==> config.mk <==
export PLATFORM = sky130hd
export DESIGN_NAME = enc_position
export DESIGN_NICKNAME = d
export VERILOG_FILES = /design/src/rtl/enc_pkg.sv /design/src/rtl/enc_pulse_sync.sv /design/src/rtl/enc_position.sv
export SDC_FILE = /design/constraint.sdc
export NUM_CORES = 1
export LEC_CHECK = 0
export CAP_MARGIN = 10
export CORE_ASPECT_RATIO = 1.4
export CORE_MARGIN = 2
export CORE_UTILIZATION = 35
export CTS_CLUSTER_SIZE = 30
export DETAILED_ROUTE_END_ITERATION = 6
export PLACE_DENSITY = 0.6
export SLEW_MARGIN = 10
export SYNTH_ARGS = -nofsm -noshare
export SYNTH_HDL_FRONTEND = slang
export SYNTH_HIERARCHICAL = 1
export SYNTH_SLANG_ARGS = --single-unit
==> constraint.sdc <==
create_clock -name clk -period 5.7 [get_ports clk]
set_input_delay 0.855 -clock clk [delete_from_list [all_inputs] [get_ports clk]]
set_output_delay 0.855 -clock clk [all_outputs]
set_load 0.05 [all_outputs]
==> src/rtl/enc_pkg.sv <==
// ---------------------------------------------------------------------------
// enc_pkg
// Shared definitions for the Pmod ENC position/velocity tracker.
//   step_t     : per-cycle step resolution (none / up / down)
//   SAT_WRAP   : position wraps between its limits
//   SAT_CLAMP  : position holds at its limits
//   clamp()    : bounds a signed value into [lo, hi]; used by the load path
//                and by the saturating velocity accumulator
// ---------------------------------------------------------------------------
package enc_pkg;

    typedef enum logic [1:0] {
        STEP_NONE = 2'b00,
        STEP_UP   = 2'b01,
        STEP_DN   = 2'b10
    } step_t;

    localparam int SAT_WRAP  = 0;
    localparam int SAT_CLAMP = 1;

    function automatic int clamp(input int value, input int lo, input int hi);
        if (value < lo) begin
            return lo;
        end
        if (value > hi) begin
            return hi;
        end
        return value;
    endfunction

endpackage

==> src/rtl/enc_pulse_sync.sv <==
// ---------------------------------------------------------------------------
// enc_pulse_sync
// Brings a slow pulse from the divided encoder clock domain into clk and
// turns each rising edge into a single-cycle strobe.
//   clk   : system clock
//   rst   : asynchronous active-high reset
//   din   : asynchronous level input (a dirX line from enc)
//   pulse : one clk cycle high per rising edge of din
// ---------------------------------------------------------------------------
module enc_pulse_sync (
    input  logic clk,
    input  logic rst,
    input  logic din,
    output logic pulse
);

    logic meta;
    logic synced;
    logic prev;

    // NOTE: sequential state uses non-blocking assignments so every flop
    // samples its pre-edge inputs and the chain shifts one stage per edge.
    always_ff @(posedge clk or posedge rst) begin
        if (rst) begin
            meta   <= 1'b0;
            synced <= 1'b0;
            prev   <= 1'b0;
        end else begin
            meta   <= din;
            synced <= meta;
            prev   <= synced;
        end
    end

    // prev resets to 0, so a line already high when rst drops still
    // produces exactly one strobe.
    assign pulse = synced & ~prev;

endmodule

==> src/rtl/enc_position.sv <==
// ---------------------------------------------------------------------------
// enc_position
// Bounded signed encoder position and windowed velocity derived from the
// dir0/dir1 step pulses of the Pmod ENC decoder.
//   clk       : system clock
//   rst       : asynchronous active-high reset
//   dir0      : counter-clockwise step pulse (async to clk)
//   dir1      : clockwise step pulse (async to clk)
//   zero      : synchronous clear of position and limit_hit
//   load      : synchronous load of load_val (clamped) into position
//   load_val  : value for load, two's complement
//   position  : current position, two's complement
//   changed   : one-cycle pulse when position takes a new value
//   limit_hit : sticky; set when a step tries to pass a limit
//   velocity  : net steps in the last complete window, two's complement
//   vel_valid : one-cycle pulse when velocity updates
// ---------------------------------------------------------------------------
module enc_position
    import enc_pkg::*;
#(
    parameter int WIDTH      = 8,
    parameter int POS_MIN    = -128,
    parameter int POS_MAX    = 127,
    parameter int SATURATE   = 0,
    parameter int VEL_WINDOW = 1000000,
    parameter int VW         = 8
) (
    input  logic             clk,
    input  logic             rst,
    input  logic             dir0,
    input  logic             dir1,
    input  logic             zero,
    input  logic             load,
    input  logic [WIDTH-1:0] load_val,
    output logic [WIDTH-1:0] position,
    output logic             changed,
    output logic             limit_hit,
    output logic [VW-1:0]    velocity,
    output logic             vel_valid
);

    // "Zero" falls back to POS_MIN when 0 is not a legal position.
    localparam int RST_POS = (POS_MIN > 0 || POS_MAX < 0) ? POS_MIN : 0;
    localparam int VEL_MIN = -(2 ** (VW - 1));
    localparam int VEL_MAX = (2 ** (VW - 1)) - 1;
    localparam int WCW     = $clog2(VEL_WINDOW);

    logic     step_up;
    logic     step_dn;
    step_t    step;
    int       step_val;

    int       pos_int;
    int       load_int;
    int       pos_next;
    logic     limit_next;

    logic [WCW-1:0]        win_cnt;
    logic signed [VW-1:0]  acc;
    int                    acc_sum;

    enc_pulse_sync u_sync_dn (
        .clk   (clk),
        .rst   (rst),
        .din   (dir0),
        .pulse (step_dn)
    );

    enc_pulse_sync u_sync_up (
        .clk   (clk),
        .rst   (rst),
        .din   (dir1),
        .pulse (step_up)
    );

    // Simultaneous up and down strobes cancel.
    always_comb begin
        case ({step_dn, step_up})
            2'b01:   step = STEP_UP;
            2'b10:   step = STEP_DN;
            default: step = STEP_NONE;
        endcase
    end

    always_comb begin
        case (step)
            STEP_UP: step_val = 1;
            STEP_DN: step_val = -1;
            default: step_val = 0;
        endcase
    end

    assign pos_int  = int'($signed(position));
    assign load_int = int'($signed(load_val));

    // Priority: zero > load > step.
    always_comb begin
        // NOTE: every output of this block gets a default first, so no
        // path leaves it unassigned and no latch is inferred.
        pos_next   = pos_int;
        limit_next = limit_hit;
        if (zero) begin
            pos_next   = RST_POS;
            limit_next = 1'b0;
        end else if (load) begin
            pos_next = clamp(load_int, POS_MIN, POS_MAX);
        end else begin
            case (step)
                STEP_UP: begin
                    if (pos_int >= POS_MAX) begin
                        limit_next = 1'b1;
                        pos_next   = (SATURATE == SAT_CLAMP) ? POS_MAX : POS_MIN;
                    end else begin
                        pos_next = pos_int + 1;
                    end
                end
                STEP_DN: begin
                    if (pos_int <= POS_MIN) begin
                        limit_next = 1'b1;
                        pos_next   = (SATURATE == SAT_CLAMP) ? POS_MIN : POS_MAX;
                    end else begin
                        pos_next = pos_int - 1;
                    end
                end
                default: begin
                    pos_next = pos_int;
                end
            endcase
        end
    end

    always_ff @(posedge clk or posedge rst) begin
        if (rst) begin
            position  <= WIDTH'(RST_POS);
            changed   <= 1'b0;
            limit_hit <= 1'b0;
        end else begin
            position  <= WIDTH'(pos_next);
            changed   <= (pos_next != pos_int);
            limit_hit <= limit_next;
        end
    end

    // Includes the current cycle's step so the window's final step is not
    // lost when the accumulator restarts.
    assign acc_sum = clamp(int'(acc) + step_val, VEL_MIN, VEL_MAX);

    always_ff @(posedge clk or posedge rst) begin
        if (rst) begin
            win_cnt   <= '0;
            acc       <= '0;
            velocity  <= '0;
            vel_valid <= 1'b0;
        end else begin
            vel_valid <= 1'b0;
            if (win_cnt == WCW'(VEL_WINDOW - 1)) begin
                win_cnt   <= '0;
                acc       <= '0;
                velocity  <= VW'(acc_sum);
                vel_valid <= 1'b1;
            end else begin
                win_cnt <= win_cnt + WCW'(1);
                acc     <= VW'(acc_sum);
            end
        end
    end

endmodule

# ---- Yosys cells after proc, flatten, opt, wreduce, memory -nomap -nowiden
# Cells that the tools add are included.
dict set report classes {
  addsub 4
  n_lt_le_gt_ge 6
  eq_ne 9
  mux 33
  n_bitwise 4
  n_reduce_logical 2
}
# operator count
set ops {}
lappend ops {{$mux W32} 8}
lappend ops {{$pmux W32 S2} 2}
lappend ops {{$mux W8} 5}
lappend ops {{$add A8 B32 Y32} 1}
lappend ops {{$gt A32 B8 Y1 const B} 1}
lappend ops {{$lt A32 B8 Y1 const B} 1}
lappend ops {{$ne A32 B8 Y1} 1}
lappend ops {{$add A20 B1 Y20 const B} 1}
lappend ops {{$eq A20 B20 Y1 const B} 1}
lappend ops {{$mux W20} 1}
lappend ops {{$mux W1} 15}
lappend ops {{$add A8 B2 Y9 const B} 1}
lappend ops {{$sub A8 B2 Y9 const B} 1}
lappend ops {{$ge A8 B8 Y1 const B} 1}
lappend ops {{$gt A8 B8 Y1 const B} 1}
lappend ops {{$le A8 B8 Y1 const B} 1}
lappend ops {{$lt A8 B8 Y1 const B} 1}
lappend ops {{$ne A3 B3 Y1 const B} 2}
lappend ops {{$eq A2 B1 Y1 const B} 2}
lappend ops {{$eq A2 B2 Y1 const B} 2}
lappend ops {{$pmux W2 S2} 1}
lappend ops {{$reduce_and A4 Y1} 1}
lappend ops {{$reduce_bool A3 Y1} 1}
lappend ops {{$and A1 B1 Y1} 2}
lappend ops {{3 further kinds} 4}
dict set report totals {
  regBits 53
  inputBits 14
  output_inout_bits 19
  word_cells 71
}

# ---- Logic depth before layout (Yosys ltp)
# Gate-level depths: netlist (run 1).
dict set report logic_depth {
  ltp_word 13
  depth_mapped 22
  ltp_nobuf 21
}

# ---- By module
# Netlist (run 1), hierarchy kept.
# mod instances cells_per_inst area_each_um2 seq_area_each_um2
set modules_own_cells {}
lappend modules_own_cells {enc_position 1 457 3718.6 1176.1}
lappend modules_own_cells {enc_pulse_sync 2 5 92.6 75.1}

# ---- Worst setup path after synthesis (run 1)
# OpenSTA, ideal clock, no wires.
dict set report synth_path {
  path_kind {register to register}
  start {register u_sync_up.synced}
  end {register velocity[3]}
  setup_time_ns 0.127
  arrival_time_ns 4.566
  required_ns 5.573
  setup_slack_ns 1.007
  stages_incl_launch_ff 23
  path_buffers 4
  cell_sequence {dfrtp_1 > nor2b_4 > inv_1 > ha_1 > buf_4 > clkbuf_1 > clkbuf_1 > xor2_1 > ha_1 > and4b_4 > a2111oi_4 > nand2_2 > a21oi_1 > a21oi_1 > ha_1 > or3_1 > o32ai_1 > o21ai_0 > a211oi_1 > a31o_4 > and2_4 > buf_6 > a21oi_2}
}
dict set report synth_between {
  elab_chain_len 11
  word_cells_on_any_way 16
  cone_classes {1 x add/sub; 2 x order compare; 4 x eq/ne; 8 x mux; 1 x bitwise}
}
# element line_no
set synth_rtl {}
lappend synth_rtl {{start, declared} enc_pulse_sync.sv:18} ;# logic synced;
lappend synth_rtl {{start signal, assigned} enc_pulse_sync.sv:30} ;# synced <= meta;
lappend synth_rtl {{$and A1 B1 Y1 (*)} enc_pulse_sync.sv:37} ;# assign pulse = synced & ~prev;
lappend synth_rtl {{named net step_up} enc_position.sv:48} ;# logic step_up;
lappend synth_rtl {{$eq A2 B2 Y1 or $eq A2 B1 Y1 (tied branches)} enc_position.sv:78} ;# case ({step_dn, step_up})
lappend synth_rtl {{$pmux W2 S2 (*)} enc_position.sv:78}
lappend synth_rtl {{$eq A2 B2 Y1 or $eq A2 B1 Y1 (tied branches)} enc_position.sv:86} ;# case (step)
lappend synth_rtl {{$pmux W32 S2 (*)} enc_position.sv:86}
lappend synth_rtl {{$add A8 B32 Y32 (*)} enc_position.sv:146} ;# assign acc_sum = clamp(int'(acc) + step_val, VEL_MIN, VEL_MAX);
lappend synth_rtl {{$gt A32 B8 Y1} enc_pkg.sv:25} ;# if (value > hi) begin
lappend synth_rtl {{$mux W1 (2 in series)} enc_pkg.sv:25}
lappend synth_rtl {{$mux W8} enc_pkg.sv:28} ;# return value;
lappend synth_rtl {{$mux W8 (*)} enc_pkg.sv:25}
lappend synth_rtl {{end signal, assigned} enc_position.sv:159} ;# velocity <= VW'(acc_sum);
lappend synth_rtl {{end, declared} enc_position.sv:38} ;# output logic [VW-1:0] velocity,
# The timed path passes the listed nets; every way through them passes the cells marked *. The select of a mux whose other input is x is not followed.
# A chain may end at the register's enable or synchronous reset.

# ---- Worst setup path in the final report (run 1)
dict set report layout_path {
  start {register u_sync_up.prev}
  end {register velocity[5]}
}
dict set report layout_between {
  elab_chain_len 12
  word_cells_on_any_way 17
  cone_classes {1 x add/sub; 2 x order compare; 4 x eq/ne; 8 x mux; 2 x bitwise}
}
# element line_no
set layout_rtl {}
lappend layout_rtl {{start, declared} enc_pulse_sync.sv:19} ;# logic prev;
lappend layout_rtl {{start signal, assigned} enc_pulse_sync.sv:31} ;# prev <= synced;
lappend layout_rtl {{$not A1 Y1 (*)} enc_pulse_sync.sv:37}
lappend layout_rtl {{$and A1 B1 Y1 (*)} enc_pulse_sync.sv:37}
lappend layout_rtl {{named net step_up} enc_position.sv:48}
lappend layout_rtl {{$eq A2 B2 Y1 or $eq A2 B1 Y1 (tied branches)} enc_position.sv:78}
lappend layout_rtl {{$pmux W2 S2 (*)} enc_position.sv:78}
lappend layout_rtl {{$eq A2 B2 Y1 or $eq A2 B1 Y1 (tied branches)} enc_position.sv:86}
lappend layout_rtl {{$pmux W32 S2 (*)} enc_position.sv:86}
lappend layout_rtl {{$add A8 B32 Y32 (*)} enc_position.sv:146}
lappend layout_rtl {{$gt A32 B8 Y1} enc_pkg.sv:25}
lappend layout_rtl {{$mux W1 (2 in series)} enc_pkg.sv:25}
lappend layout_rtl {{$mux W8} enc_pkg.sv:28}
lappend layout_rtl {{$mux W8 (*)} enc_pkg.sv:25}
# Marks and branches as above.

==> results.cfg, run 1 <==
[place]
dp.final_hpwl_um = 7300
globalplace.congestion = 0.931
io_buffer_count = 32

[sta]
setup_tns_ns = 0
rsz0062_at_grt = no
fmax_mhz = 201
slew_viol_final = 0
hold_viol_final = 0
skew_ns = 0.00833
setup_viol = 0
worst_slew_pin_slew_ns = 1.03
maxSlewHeadroom = 0.314
finalCriticalPeriod_ns = 4.98
period_share = 0.874

[flow_run]
drv_cap = 0

[yosys]
syn_avg_cell_area_um2 = 8.36
ys_warn_count = 6
syn-num-nets = 498
yosysMostFrequentCell = dfrtp_1
synth_cell_types = 69
synth-main-ff-cell = dfrtp_1
synth_common_cells = dfrtp_1, o21ai_0, nand2_1
syn_area_um2 = 3900
synth_seq_cells = 53
synth_largest_area_cell = dfrtp_1
synth_top_area_frac = 0.340
synth-edff-count = 0
synth_area_leaders = dfrtp_1, ha_1, o21ai_0
syn_inst = 467
ys_seq_area_frac = 0.340
async_reset_ff_frac = 1.00

[global_route]
antenna_found_initial = 0
grt_pass1_wl_um = 17200
grt_overflow_total = 0
grt_usage = 0.176
grt_pass1_vias = 3523
grt_max_degree = 48

[layout]
fin_util = 0.410
insertedDiodeCount = 0
nNetsFinal = 512
drive_above_1_share = 0.0747
syn2layout_area_growth_pct = 14.2

[clocking]
h-tree-depth = 2
insertion_delay_ns = 0.30
clk_pin_slew_ns = 0.07
numCtsBuffers = 5
cts_setup_buffers = 0
cts_tree = built
ctsHoldBuffers = 0
cts.root.buffer_cell = clkbuf_16
cts_sinks = 53
cts_resized = 0
clockBufferDepth = 2

[worst_setup_path]
cp.required_ns = 5.88
cp.arrival_ns = 5.16
cp-start-kind = register
reg2reg_depth = 19
crit_type = register to register
r2r_slack_ns = 0.72
regToRegStartpoint = u_sync_up/prev$_DFF_PP0_
worstPathMaxFanout = 8
r2r_end = velocity[5]$_DFFE_PP0P_
critPathCaptureType = register

[pwr]
cellPowerDensity_nw_per_um2 = 299
p_leak_nw = 1.80
ir_worst_vdd_mv = 0.165

[route]
drc_errors = 0
wl_per_cell_um = 16.0
vias_per_cell = 5.73
firstDrtPassIters = 5
first_iter_violations = 212
num_vias = 3570
ant_nets = 0
wl_um = 9970

[floorplanning]
die_h_um = 129
initial_core_util = 0.359
coreArea_um2 = 10900
dieArea_um2 = 12000
row_count = 45
ios = 33
die_w_um = 93.3

[min_path]
hold-path-endpoint = u_sync_dn/synced$_DFF_PP0_
hold_depth = 0
worst_hold_startpoint = u_sync_dn/meta$_DFF_PP0_
hold_path.class = register to register

[outcome]
status = finished, final reports clean
==> flip-flops by register name (all words and copies together) (netlist names) <==
signal and cells:
u_sync_up/synced 1, vel_valid 1, position 8, acc 8, u_sync_up/meta 1, limit_hit 1, velocity 8, changed 1
u_sync_dn/meta 1, u_sync_dn/synced 1, win_cnt 20, u_sync_dn/prev 1, u_sync_up/prev 1
==> critical path, cell delays in order, from the launching register on <==
cell and delay (ns):
dfrtp_1 0.40, nor2b_4 0.12, inv_1 0.06, ha_1 0.30
clkinv_1 0.25, ha_1 0.34, ha_1 0.24, and4b_4 0.22
a2111oi_4 0.52, nand2_2 0.09, a21oi_1 0.30, a21oi_1 0.09
ha_1 0.26, or3_1 0.40, o32ai_1 0.22, o21ai_0 0.13
a211oi_1 0.38, a31o_4 0.26, and2_4 0.22, a21oi_2 0.07
==> report_power, final <==
| part | internal [W] | leakage (nW) | switching (W) |
|---|---|---|---|
| Clock | 0.000165 | 0.0704 | 0.000148 |
| Combinational | 0.000211 | 1.05 | 0.000311 |
| Sequential | 0.000413 | 0.683 | 0.0000869 |
==> area by class of cell <==
type | instances | area [um2]
inverters | 24 | 90.1
repair buffers | 36 | 350
fillers | 1078 | 6410
flip-flops and latches | 53 | 1330
well taps | 141 | 176
clock buffers | 5 | 125
clock inverters | 3 | 25.0
multi-input cells | 361 | 2360
==> kinds of logic after synthesis <==
kind of cell,synth area share
compound gates,0.243
xor+xnor,0.0673
fa+ha+maj,0.0545
buf+inv,0.0564
flops,0.340
mux,0.0189
simple gates,0.221
==> worst max-delay path by stage <==
stage | startpoint | end | slack, ns | cells past startpoint
after floorplan | u_sync_up/synced$_DFF_PP0_ | velocity[3]$_DFFE_PP0P_ | 1.01 | 22
after global placement | u_sync_up/prev$_DFF_PP0_ | velocity[4]$_DFFE_PP0P_ | 0.97 | 19
after detailed placement | u_sync_up/prev$_DFF_PP0_ | velocity[5]$_DFFE_PP0P_ | 0.77 | 19
after CTS | u_sync_up/prev$_DFF_PP0_ | velocity[5]$_DFFE_PP0P_ | 0.75 | 19
after global routing | u_sync_up/synced$_DFF_PP0_ | velocity[3]$_DFFE_PP0P_ | 0.29 | 19
final | u_sync_up/prev$_DFF_PP0_ | velocity[5]$_DFFE_PP0P_ | 0.72 | 19
==> per-stage QoR <==
step	hold WS (ns)	setup WS, ns	std cells	power, W	instance area (um2)
6_report	0.349	0.715	623	0.00133	4460
5_1_grt	0.354	0.295	623	0.00143	4460
4_1_cts	0.352	0.752	623	0.00134	4460
3_5_place_dp	0.335	0.773	615	0.00102	4310
3_3_place_gp	0.339	0.965	615	0.00101	4310
2_1_floorplan	0.331	1.01	467	0.000902	3900
==> placed cells by master, fill, tap and decap left out, drive strengths merged, types with 5 or more instances in the layout <==
cell	Yosys	final
dfrtp	53	53
a21oi	43	43
o21ai	42	42
nand2	39	39
nor2	36	36
clkdlybuf4s50	0	32
inv	22	23
nand3	20	20
xnor2	19	19
ha	17	17
xor2	11	11
nor3	11	11
nand4	10	10
nor2b	9	9
nand2b	8	8
o22ai	6	6
o211ai	6	6
nor4	6	6
or3	5	5
clkbuf	22	5
==> per-layer routing <==
| layer | part of all wire | global-route usage | up-vias |
|---|---|---|---|
| met5 | 0 | 0 | - |
| met4 | 0.023 | 0.0649 | 0 |
| met3 | 0.040 | 0.0222 | 20 |
| met2 | 0.52 | 0.317 | 114 |
| met1 | 0.41 | 0.212 | 1711 |
| li1 | - | - | 1725 |
Note: power is estimated with default switching activity, not from simulation.
==> inputs of run 2 (changes only) <==
--- a/config.mk
+++ b/config.mk
@@ -12,6 +12,7 @@
 export CTS_CLUSTER_SIZE = 30
 export DETAILED_ROUTE_END_ITERATION = 6
 export PLACE_DENSITY = 0.6
+export SKIP_LAST_GASP = 1
 export SLEW_MARGIN = 10
 export SYNTH_ARGS = -nofsm -noshare
 export SYNTH_HDL_FRONTEND = slang
==> constraint.sdc (replaced) <==
create_clock -name clk -period 5.5 [get_ports clk]
set_input_delay 0.825 -clock clk [delete_from_list [all_inputs] [get_ports clk]]
set_output_delay 0.825 -clock clk [all_outputs]
set_load 0.05 [all_outputs]
==> run 2 against run 1 <==
Net effect:
- via count decreased by 1.8%
- largest power group unchanged
- largest cell class unchanged
- non-clock buffer count increased by 1
- clock skew decreased by 0.00074 ns
- highest routed layer unchanged
- cell count increased by 0.16%
- clock power increased by 2%
==> results.cfg, run 2 (synthesis gave the netlist of run 1 again) <==
[sta]
finalCriticalPeriod_ns = 4.64
worst_slew_pin_slew_ns = 1.06
fmax_mhz = 215
maxSlewHeadroom = 0.294
slew_viol_final = 0
hold_viol_final = 0
period_share = 0.844
whs_ns = 0.354
rsz0062_at_grt = no
skew_ns = 0.00759
setup_tns_ns = 0
setup_viol = 0

[layout]
stdcell_count = 624
drive_above_1_share = 0.0766
regMostFlops = win_cnt
insertedDiodeCount = 0
layout_commonest_cell = dfrtp_1
syn2layout_area_growth_pct = 14.4
nNetsFinal = 513
largest_reg_flops = 20
final_cell_mix = dfrtp_1, o21ai_0, nand2_1, nor2_1, a21oi_1

[clocking]
ctsHoldBuffers = 0
cts.root.buffer_cell = clkbuf_16
cts_tree = built
cts_sinks = 53
clockBufferDepth = 2
h-tree-depth = 2
cts_resized = 0
insertion_delay_ns = 0.29
cts_setup_buffers = 0
clk_pin_slew_ns = 0.07
numCtsBuffers = 5

[pwr]
intPower_w = 0.000819
p_clk_frac = 0.231
ir_worst_vdd_mv = 0.138
cellPowerDensity_nw_per_um2 = 309
combPwrFrac = 0.396
power.share.switching = 0.406
finalPower_w = 0.00138
p_leak_nw = 1.80
switching_power_w = 0.000560
seqPwrFrac = 0.373

[floorplanning]
die_h_um = 129
row_count = 45
ios = 33
dieArea_um2 = 12000
die_w_um = 93.3
coreArea_um2 = 10900
initial_core_util = 0.359

[worst_setup_path]
crit_chain = nor2b_4 -> inv_1 -> ha_1 -> clkinv_1 -> ha_1 -> ha_1 -> and4b_4 -> a2111oi_4 -> nand2_2 -> a21oi_1 -> a21oi_1 -> ha_1 -> or3_1 -> o32ai_1 -> o21ai_0 -> a211oi_1 -> a31o_4 -> and2_4 -> a21oi_2
slowest_delay_ns = 0.49
cp-start-kind = register
worstPathMaxFanout = 8
slowest_stage = a2111oi_4
cpMostUsedCell = ha_1
r2r_slack_ns = 0.86
crit_type = register to register
cp.required_ns = 5.67
cp.arrival_ns = 4.81
critPathCaptureType = register

[place]
globalplace.congestion = 0.897
io_buffer_count = 32
dp.cells = 616
dp.final_hpwl_um = 7350

[route]
ant_nets = 0
vias_per_cell = 5.62
wl_um = 9930
wl_per_cell_um = 15.9
firstDrtPassIters = 7
num_vias = 3507
first_iter_violations = 208
drc_errors = 0

[global_route]
grt_pass1_vias = 3472
antenna_found_initial = 0
grt_pass1_wl_um = 16900
grt_usage = 0.173
grt_max_degree = 48
grt_overflow_total = 0

[flow_run]
drv_cap = 0

[min_path]
hold_path.class = register to register

[outcome]
status = finished, final reports clean
==> run 2: cell types whose count changed in the layout (fill, tap and decap cells not counted) <==
| cell | change |
|---|---|
| buf_4 | +1 |
==> run 2: worst max-delay path: cells and delay by family (launching register included) <==
kind	cells	cell delay, ns
AO/OA/AOI/OAI	8	1.83
flip-flops	1	0.39
buffers and inverters	2	0.16
adder cells (fa/ha/maj)	4	1.06
AND/OR/NAND/NOR	5	1.06
==> run 2: power by group through the flow <==
stage	clock network (W)	registers (W)	logic, W
after floorplan	0	0.000474	0.000461
after global placement	0	0.000518	0.000531
after detailed placement	0	0.000520	0.000539
after CTS	0.000333	0.000514	0.000544
after global routing	0.000349	0.000525	0.000605
final	0.000318	0.000515	0.000546
==> run 2: per-layer routing <==
| layer | GRT usage | routed length [um] | up-vias |
|---|---|---|---|
| met1 | 0.206 | 4100 | 1679 |
| met4 | 0.0597 | 146 | 0 |
| met2 | 0.318 | 5360 | 98 |
| met3 | 0.0217 | 326 | 10 |
| met5 | 0 | 0 | - |
| li1 | - | - | 1720 |
==> run 2: layout make-up <==
cell class                 count  area (um2)
fill                        1084        6400
timing repair buffer          37         358
inverter                      24        90.1
clock buffer                   5         125
sequential                    53        1330
tap                          141         176
multi-input combinational    361        2360
clock inverter                 3        25.0
==> run 2: worst paths after layout <==
check / from / end / depth (start not counted)
min: u_sync_up/meta$_DFF_PP0_ / u_sync_up/synced$_DFF_PP0_ / 0
max reg2reg: u_sync_up/prev$_DFF_PP0_ / velocity[5]$_DFFE_PP0P_ / 19
min reg2reg: u_sync_up/meta$_DFF_PP0_ / u_sync_up/synced$_DFF_PP0_ / 0
min in group asynchronous: rst / u_sync_dn/meta$_DFF_PP0_ / 2
max: u_sync_up/prev$_DFF_PP0_ / velocity[5]$_DFFE_PP0P_ / 19
max in group asynchronous: rst / velocity[1]$_DFFE_PP0P_ / 2
==> run 2: stage by stage <==
step	area, um2	util	setup WS (ns)
final	4460	0.411	0.859
after global routing	4460	0.411	0.485
after CTS	4460	0.411	0.835
after detailed placement	4310	0.397	0.834
after global placement	4310	0.397	0.951
after floorplan	3900	-	0.807
==> inputs of run 3 (changes only) <==
==> constraint.sdc (replaced) <==
create_clock -name clk -period 4.79 [get_ports clk]
set_input_delay 0.7185 -clock clk [delete_from_list [all_inputs] [get_ports clk]]
set_output_delay 0.7185 -clock clk [all_outputs]
set_load 0.05 [all_outputs]
==> run 3 against run 2 <==
Net effect:
- register-to-register slack lost 0.51 ns
- combinational power grew 16%
- global-route usage shrank 0.58 points
- power grew 16%
- clock power grew 16%
- via count grew 0.54%
- fmax grew 4.6%
- sequential share of layout area shrank 0.32 points
- largest power group unchanged
==> results.cfg, run 3 (synthesis gave the netlist of run 1 again) <==
[clocking]
clk_pin_slew_ns = 0.07
cts.root.buffer_cell = clkbuf_16
cts_sinks = 53
h-tree-depth = 2
cts_tree = built
numCtsBuffers = 5
ctsHoldBuffers = 0
insertion_delay_ns = 0.30
clockBufferDepth = 2

[global_route]
grt_max_degree = 48
grt_usage = 0.167
grt_pass1_vias = 3383
antenna_found_initial = 0
grt_pass1_wl_um = 16300
grt_overflow_total = 0

[floorplanning]
dieArea_um2 = 12000
ios = 33
initial_core_util = 0.359
die_h_um = 129
coreArea_um2 = 10900
row_count = 45
die_w_um = 93.3

[sta]
period_share = 0.926
maxSlewHeadroom = 0.305
fmax_mhz = 225
finalCriticalPeriod_ns = 4.44
slew_viol_final = 0
skew_ns = 0.00855
hold_viol_final = 0
worst_slew_pin_slew_ns = 1.04
setup_tns_ns = 0
rsz0062_at_grt = no
setup_viol = 0

[worst_setup_path]
slowest_stage = or3_1
cp-start-kind = register
crit_family = compound AO/OA/AOI/OAI gates
crit_chain = nor2b_4 -> inv_1 -> ha_1 -> clkinv_1 -> ha_1 -> ha_1 -> and4b_4 -> a2111oi_4 -> nand2_2 -> a21oi_4 -> a21oi_1 -> ha_1 -> or3_1 -> o32ai_2 -> o21ai_1 -> a211oi_2 -> a31o_4 -> and2_4 -> a21oi_2
worstPathMaxFanout = 8
cp.required_ns = 4.96
cp.arrival_ns = 4.61
reg2reg_depth = 19
critical_path_buf_inv_count = 2
critPathCaptureType = register
cpMostUsedCell = ha_1
cp_num_cells = 19
crit_type = register to register
slowest_delay_ns = 0.42

[layout]
insertedDiodeCount = 0
largest_reg_flops = 20
regMostFlops = win_cnt
syn2layout_area_growth_pct = 15.6
nNetsFinal = 515
final_cell_mix = dfrtp_1, o21ai_0, nand2_1, nor2_1, a21oi_1
drive_above_1_share = 0.0866
layout_commonest_cell = dfrtp_1
fin_area_um2 = 4510

[place]
placedInstanceArea_um2 = 4330
io_buffer_count = 32
globalplace.congestion = 0.921
dp.final_hpwl_um = 7260

[route]
vias_per_cell = 5.63
wl_um = 9820
first_iter_violations = 223
num_vias = 3526
ant_nets = 0
firstDrtPassIters = 4
wl_per_cell_um = 15.7
drc_errors = 0

[outcome]
status = finished, final reports clean

[flow_run]
drv_cap = 0

[pwr]
cellPowerDensity_nw_per_um2 = 355
ir_worst_vdd_mv = 0.154
p_leak_nw = 1.82
finalPower_w = 0.00160

[min_path]
hold_depth = 0
hold_path.class = register to register
## run 3: cell count changes in the layout (fill, tap and decap cells not counted)
cell	delta
a21oi_1	-1
a211oi_2	+1
buf_4	+2
o32ai_2	+1
a211oi_1	-1
o311ai_4	+1
a21oi_4	+1
o21ai_0	-2
o21ai_1	+2
o311ai_2	-1
o32ai_1	-1
## run 3: where the power goes
group          internal (W)  total (W)  switching [W]
logic              0.000261   0.000636       0.000375
clock network      0.000197   0.000370       0.000173
registers          0.000491   0.000597       0.000106
total              0.000949    0.00160       0.000653
## run 3: stage by stage
| step | setup WS [ns] | utilization | hold WS, ns | std cells |
|---|---|---|---|---|
| after global routing | 0.0394 | 0.415 | 0.365 | 626 |
| final | 0.352 | 0.415 | 0.353 | 626 |
| after detailed placement | 0.160 | 0.398 | 0.337 | 618 |
| after CTS | 0.148 | 0.412 | 0.353 | 626 |
| after global placement | 0.272 | 0.398 | 0.337 | 618 |
| after floorplan | 0.0968 | - | 0.331 | 467 |
## run 3: worst paths after layout
check                                         start                    endpoint  slack [ns]
min reg2reg                u_sync_dn/meta$_DFF_PP0_  u_sync_dn/synced$_DFF_PP0_        0.35
max reg2reg                u_sync_up/prev$_DFF_PP0_     velocity[3]$_DFFE_PP0P_        0.35
min                        u_sync_dn/meta$_DFF_PP0_  u_sync_dn/synced$_DFF_PP0_        0.35
max in group asynchronous                       rst            acc[0]$_DFF_PP0_        3.08
min in group asynchronous                       rst    u_sync_dn/meta$_DFF_PP0_        0.68
max                        u_sync_up/prev$_DFF_PP0_     velocity[3]$_DFFE_PP0P_        0.35
## run 3: final cells by class
cell class,instances,area [um2]
clock buffers,5,125
clock inverters,3,25.0
fillers,1104,6350
inverters,24,90.1
multi-input cells,361,2400
flip-flops and latches,53,1330
well taps,141,176
repair buffers,39,373
## run 3: routing by layer
layer / share of wire / up-vias / global-route usage
met5: 0 / - / 0
met4: 0.016 / 0 / 0.0571
met3: 0.033 / 10 / 0.0205
met2: 0.53 / 80 / 0.299
met1: 0.42 / 1710 / 0.206
li1: - / 1726 / -
## run 3: worst register-to-register path: cells and delay by family (launching register included)
| family | cells | cell delay, ns |
|---|---|---|
| compound gates | 8 | 1.60 |
| fa+ha+maj | 4 | 1.05 |
| buf+inv | 2 | 0.16 |
| flops | 1 | 0.40 |
| simple gates | 5 | 1.13 |
## run 3: what timing repair did
action | CTS | global route
resized for setup | 0 | 7
setup buffers | 0 | 0
setup endpoints to repair | 0 | 12
